`config.mk`:
```
export PLATFORM = sky130hd
export DESIGN_NAME = piso_shift_tx_flat
export DESIGN_NICKNAME = d
export VERILOG_FILES = /design/src/rtl/piso_shift_tx_if.sv /design/src/rtl/piso_shift_tx.sv /design/src/flat_wrapper.sv
export SDC_FILE = /design/constraint.sdc
export NUM_CORES = 1
export LEC_CHECK = 0
export BUFFER_PORTS_ARGS = -buffer_cell sky130_fd_sc_hd__buf_2
export CAP_MARGIN = 20
export CORE_AREA = 2 2 47 49
export DETAILED_ROUTE_END_ITERATION = 7
export DIE_AREA = 0 0 49 51
export GPL_ROUTABILITY_DRIVEN = 0
export HOLD_SLACK_MARGIN = 0.05
export PLACE_DENSITY = 0.59
export SKIP_CTS_REPAIR_TIMING = 1
export SLEW_MARGIN = 10
export SYNTH_ARGS = -nofsm -noshare
export SYNTH_HDL_FRONTEND = slang
export SYNTH_SLANG_ARGS = --single-unit
```
`constraint.sdc`:
```
create_clock -name clk -period 1.15 [get_ports clk]
set_input_delay 0.115 -clock clk [delete_from_list [all_inputs] [get_ports clk]]
set_output_delay 0.115 -clock clk [all_outputs]
set_load 0.005 [all_outputs]
```
`src/rtl/piso_shift_tx_if.sv`:
```
// Handshake and serial-output bundle for the parallel-in/serial-out transmitter.
// The master side supplies words; the slave side is the transmitter itself.
interface piso_shift_tx_if #(
    parameter int WIDTH = 8
);
    logic [WIDTH-1:0] din;
    logic             load;
    logic             ready;
    logic             sout;
    logic             sout_bar;
    logic             busy;
    logic             done;

    modport master (
        output din, load,
        input  ready, sout, sout_bar, busy, done
    );

    modport slave (
        input  din, load,
        output ready, sout, sout_bar, busy, done
    );
endinterface

```
`src/rtl/piso_shift_tx.sv`:
```
// Parallel-in/serial-out transmitter: captures a WIDTH-bit word on load and
// shifts it out one bit per clock, MSB or LSB first, with a done pulse at the end.
//
// state | meaning
// IDLE  | waiting for load; ready high, sout parked at 0
// SHIFT | frame bits on sout, one per cycle; load ignored
module piso_shift_tx #(
    parameter int WIDTH     = 8,
    parameter bit MSB_FIRST = 1'b1
) (
    input logic             clk,
    input logic             rst,
    piso_shift_tx_if.slave  bus
);
    typedef enum logic {IDLE, SHIFT} state_t;

    localparam int             CW   = $clog2(WIDTH);
    localparam logic [CW-1:0]  LAST = CW'(WIDTH - 1);

    state_t           state;
    logic [CW-1:0]    cnt;
    logic [WIDTH-1:0] shreg;
    logic             sout_q;
    logic             sout_bar_q;
    logic             busy_q;
    logic             done_q;
    logic             ready_q;

    logic [WIDTH-1:0] src;
    logic [WIDTH-1:0] rest;
    logic             head;

    // The same head/remainder split serves both the capture edge and every shift edge.
    always_comb begin
        src  = (state == IDLE) ? bus.din : shreg;
        head = 1'b0;
        rest = '0;
        if (MSB_FIRST) begin
            head = src[WIDTH-1];
            rest = {src[WIDTH-2:0], 1'b0};
        end else begin
            head = src[0];
            rest = {1'b0, src[WIDTH-1:1]};
        end
    end

    always_ff @(posedge clk or posedge rst) begin
        if (rst) begin
            state      <= IDLE;
            cnt        <= '0;
            shreg      <= '0;
            sout_q     <= 1'b0;
            sout_bar_q <= 1'b1;
            busy_q     <= 1'b0;
            done_q     <= 1'b0;
            ready_q    <= 1'b1;
        end else begin
            case (state)
                IDLE: begin
                    done_q <= 1'b0;
                    if (bus.load) begin
                        state      <= SHIFT;
                        cnt        <= '0;
                        shreg      <= rest;
                        sout_q     <= head;
                        sout_bar_q <= ~head;
                        busy_q     <= 1'b1;
                        ready_q    <= 1'b0;
                    end
                end
                SHIFT: begin
                    if (cnt == LAST) begin
                        state      <= IDLE;
                        cnt        <= '0;
                        shreg      <= '0;
                        sout_q     <= 1'b0;
                        sout_bar_q <= 1'b1;
                        busy_q     <= 1'b0;
                        done_q     <= 1'b1;
                        ready_q    <= 1'b1;
                    end else begin
                        cnt        <= cnt + 1'b1;
                        shreg      <= rest;
                        sout_q     <= head;
                        sout_bar_q <= ~head;
                    end
                end
                default: begin
                    state   <= IDLE;
                    ready_q <= 1'b1;
                    busy_q  <= 1'b0;
                end
            endcase
        end
    end

    assign bus.sout     = sout_q;
    assign bus.sout_bar = sout_bar_q;
    assign bus.busy     = busy_q;
    assign bus.done     = done_q;
    assign bus.ready    = ready_q;
endmodule

```
`src/flat_wrapper.sv`:
```
// flat-port wrapper written by rule: the top's interface ports become plain ports
module piso_shift_tx_flat 
#(
    parameter int WIDTH     = 8,
    parameter bit MSB_FIRST = 1'b1
)
  (clk, rst, bus_din, bus_load, bus_ready, bus_sout, bus_sout_bar, bus_busy, bus_done);
  piso_shift_tx_if #(.WIDTH(WIDTH)) bus_i ();
  input logic clk;
  input logic rst;
  input wire logic [$bits(bus_i.din)-1:0] bus_din;
  input wire logic [$bits(bus_i.load)-1:0] bus_load;
  output wire logic [$bits(bus_i.ready)-1:0] bus_ready;
  output wire logic [$bits(bus_i.sout)-1:0] bus_sout;
  output wire logic [$bits(bus_i.sout_bar)-1:0] bus_sout_bar;
  output wire logic [$bits(bus_i.busy)-1:0] bus_busy;
  output wire logic [$bits(bus_i.done)-1:0] bus_done;
  assign bus_i.din = bus_din;
  assign bus_i.load = bus_load;
  assign bus_ready = bus_i.ready;
  assign bus_sout = bus_i.sout;
  assign bus_sout_bar = bus_i.sout_bar;
  assign bus_busy = bus_i.busy;
  assign bus_done = bus_i.done;
  piso_shift_tx #(.WIDTH(WIDTH), .MSB_FIRST(MSB_FIRST)) u_core (.clk(clk), .rst(rst), .bus(bus_i));
endmodule
```
==> flow_metrics.env <==
export IMPL_die_h_um=51
export IMPL_antennaDiodeCount=0
export IMPL_pin_count=16
export IMPL_syn_to_final_growth_pct=28.5
export IMPL_period_needed_ns=1.14
export IMPL_internal_power_mw=1.55
export IMPL_worstPathArrival_ns=1.31
export IMPL_die_w_um=49
export IMPL_num_fill_cells=217
export IMPL_grt_max_degree=18
export IMPL_worstSetupPathType="reg -> reg"
export IMPL_fin_nets=102
export IMPL_clock_latency_ns=0.29
export IMPL_dp_slack_ns=-0.0272
export IMPL_reg2regPathDepth=3
export IMPL_grt_pass1_wl_mm=2.34
export IMPL_ys_ff_latch=16
export IMPL_r2r_end="u_core.cnt[2]"
export IMPL_power_switching_mw=0.763
export IMPL_wire_per_inst_um=11.7
export IMPL_synth_compound_area_share=0.128
export IMPL_yosys_mux_area_fraction=0.106
export IMPL_setup_viol_count_final=0
export IMPL_grt_ovfl_total=0
export IMPL_power_frac_clock=0.164
export IMPL_ir_drop_uv=1040
export IMPL_syn_avg_cell_area_um2=11.2
export IMPL_power_density_nw_per_um2=2390
export IMPL_status="complete, no violations"
export IMPL_synth_fa_ha_area_frac=0.0499
export IMPL_min_path_type="in -> reg"
export IMPL_grt_usage=0.126
export IMPL_layout_area_seq_um2=403
export IMPL_drcViolationCount=0
export IMPL_multi_input_area_um2=345
export IMPL_dr_total_vias=558
export IMPL_synth_distinct_cells=20
export IMPL_crit_start="u_core.cnt[0]"
export IMPL_skew_ns=0.00673
export IMPL_seq_area_frac_synth=0.536
export IMPL_viasPerCell=4.85
export IMPL_firstDrtPassIters=2
export IMPL_ant_nets=0
export IMPL_p_seq_frac=0.426
export IMPL_leakage_nw=0.455
export IMPL_required_ns=1.33
export IMPL_place_port_buffers=15
export IMPL_clkTransAtPathRegs_ns=0.09
export IMPL_drive_above_1_share=0.333
export IMPL_rows=17
export IMPL_fp_coreArea_um2=2060
export IMPL_ys_warn_count=0
export IMPL_end_kind="register"
export IMPL_synthXorXnorAreaFrac=0
export IMPL_synth_area_um2=752
export IMPL_drt_wl_total_mm=1.34
export IMPL_synth_top_family_by_area="compound AO/OA/AOI/OAI gates"
export IMPL_antenna_found_initial=0
export IMPL_r2r_start="u_core.cnt[0]"
export IMPL_htree_levels=1
export IMPL_power_share_switching=0.331
export IMPL_synth_nets=81
export IMPL_drv_slew=0
export IMPL_min_period_over_period=0.988
export IMPL_cap_violations=0
export IMPL_cp_max_fo=2
export IMPL_cts_tree="done"
export IMPL_worst_slew_pin_slew_ns=0.334
export IMPL_r2r_setup_slack_ns=0.01
export IMPL_grt_pass1_vias=529
export IMPL_power_frac_comb=0.410
export IMPL_start_util=0.364
export IMPL_synthCells=67
export IMPL_rsz0062_at_grt="yes"
export IMPL_numClockSinks=16
export IMPL_dieArea_um2=2500
export IMPL_clockBufferDepth=2
export IMPL_endpoint="u_core.cnt[2]"
export IMPL_synth_simple_area_share=0.125
export IMPL_worst_setup_path_start_kind="register"
export IMPL_cts_buffers_inserted=3
export IMPL_relSlewSlack=0.777
export IMPL_timing_fmax_mhz=880
export IMPL_hold_viol_final=0
export IMPL_cts_root_buf="clkbuf_4"
export IMPL_fin_util=0.468
export IMPL_dp_final_hpwl_um=975
export IMPL_drtIter0Drc=5
export IMPL_setup_ws_ns=0.0135
==> worst min-delay path by stage <==
stage	start	endpoint	slack [ns]	depth (start not counted)
finish	bus_din[0]	u_core.shreg[1]	0.08	3
detailed placement	rst	u_core.shreg[6]	0.03	2
CTS	rst	u_core.shreg[6]	-0.29	2
floorplan	rst	u_core.bus.busy	0.03	1
global placement	rst	u_core.shreg[5]	0.03	2
global route	bus_din[4]	u_core.shreg[5]	0.09	3
==> kinds of logic (layout without fill, tap and decap cells) <==
| group | Yosys count | after routing |
|---|---|---|
| flops | 16 | 16 |
| fa+ha+maj | 3 | 3 |
| simple gates | 16 | 16 |
| mux | 8 | 8 |
| buf+inv | 8 | 28 |
| compound gates | 16 | 16 |
==> layout by cell type (no fill, tap or decap), types with 2 or more instances in the layout <==
cell,n
inv_1,3
clkbuf_4,3
o22ai_1,2
nor2b_1,2
mux2i_1,8
dfrtp_1,14
nand3b_1,7
ha_4,3
a22o_1,2
buf_2,15
o21ai_1,6
o21ai_0,3
nand2_1,2
dfstp_2,2
buf_4,4
nor2_1,4
==> metrics by stage <==
stage          area [um^2]  instances  total power, mW  TNS, ns  hold WS (ns)
2_1_floorplan          767         67             1.54        0        0.0273
3_3_place_gp           880        109             1.81        0        0.0340
3_5_place_dp           880        109             1.84  -0.0798        0.0308
4_1_cts                916        113             2.22   -0.121        -0.292
5_1_grt                966        115             2.51  -0.0240        0.0929
6_report               966        115             2.31        0        0.0758
==> layout make-up <==
type,count,area share
Clock buffer,4,0.0376
Inverter,3,0.0117
Multi-Input combinational cell,43,0.358
Sequential cell,16,0.417
Tap cell,28,0.0363
Timing Repair Buffer,21,0.140
==> Yosys cell counts <==
cell type / instances / area (um^2)
o21a_1: 1 / 7.51
o22ai_1: 2 / 12.5
nor2b_1: 2 / 12.5
buf_2: 3 / 15.0
a22o_1: 2 / 17.5
nand2_1: 2 / 7.51
o21ai_0: 4 / 20.0
o21ai_1: 5 / 25.0
dfstp_2: 2 / 52.6
nand3b_1: 7 / 52.6
nor2_1: 4 / 15.0
ha_1: 3 / 37.5
clkbuf_1: 1 / 3.75
nand2b_1: 1 / 6.26
buf_6: 1 / 11.3
inv_1: 3 / 11.3
o31a_1: 1 / 8.76
mux2i_1: 8 / 80.1
dfrtp_1: 14 / 350
a21oi_1: 1 / 5.00
==> routing by layer <==
layer	wire length, um	vias up	track usage
li1	-	276	-
met1	635	267	0.169
met2	628	11	0.180
met3	44	4	0.0292
met4	34	0	0.0857
met5	0	-	0
==> critical path: stages, from the launching register on <==
cell and delay, ns:
dfrtp_1 0.42, ha_4 0.19, ha_4 0.20, a22o_1 0.22
==> registers in the layout (all words and copies together) (netlist names) <==
name and cells:
u_core.state 1, u_core.bus.sout_bar 1, u_core.cnt 3, u_core.bus.ready 1
u_core.bus.done 1, u_core.bus.busy 1, u_core.shreg 7, u_core.bus.sout 1
==> power groups by stage <==
stage	clock [mW]	combinational, mW	sequential [mW]
after global routing	0.417	1.08	1.01
after CTS	0.393	0.873	0.958
after detailed placement	0	0.875	0.966
after floorplan	0	0.611	0.933
after global placement	0	0.855	0.954
final	0.378	0.947	0.984
(Power assumes the default switching activity.)
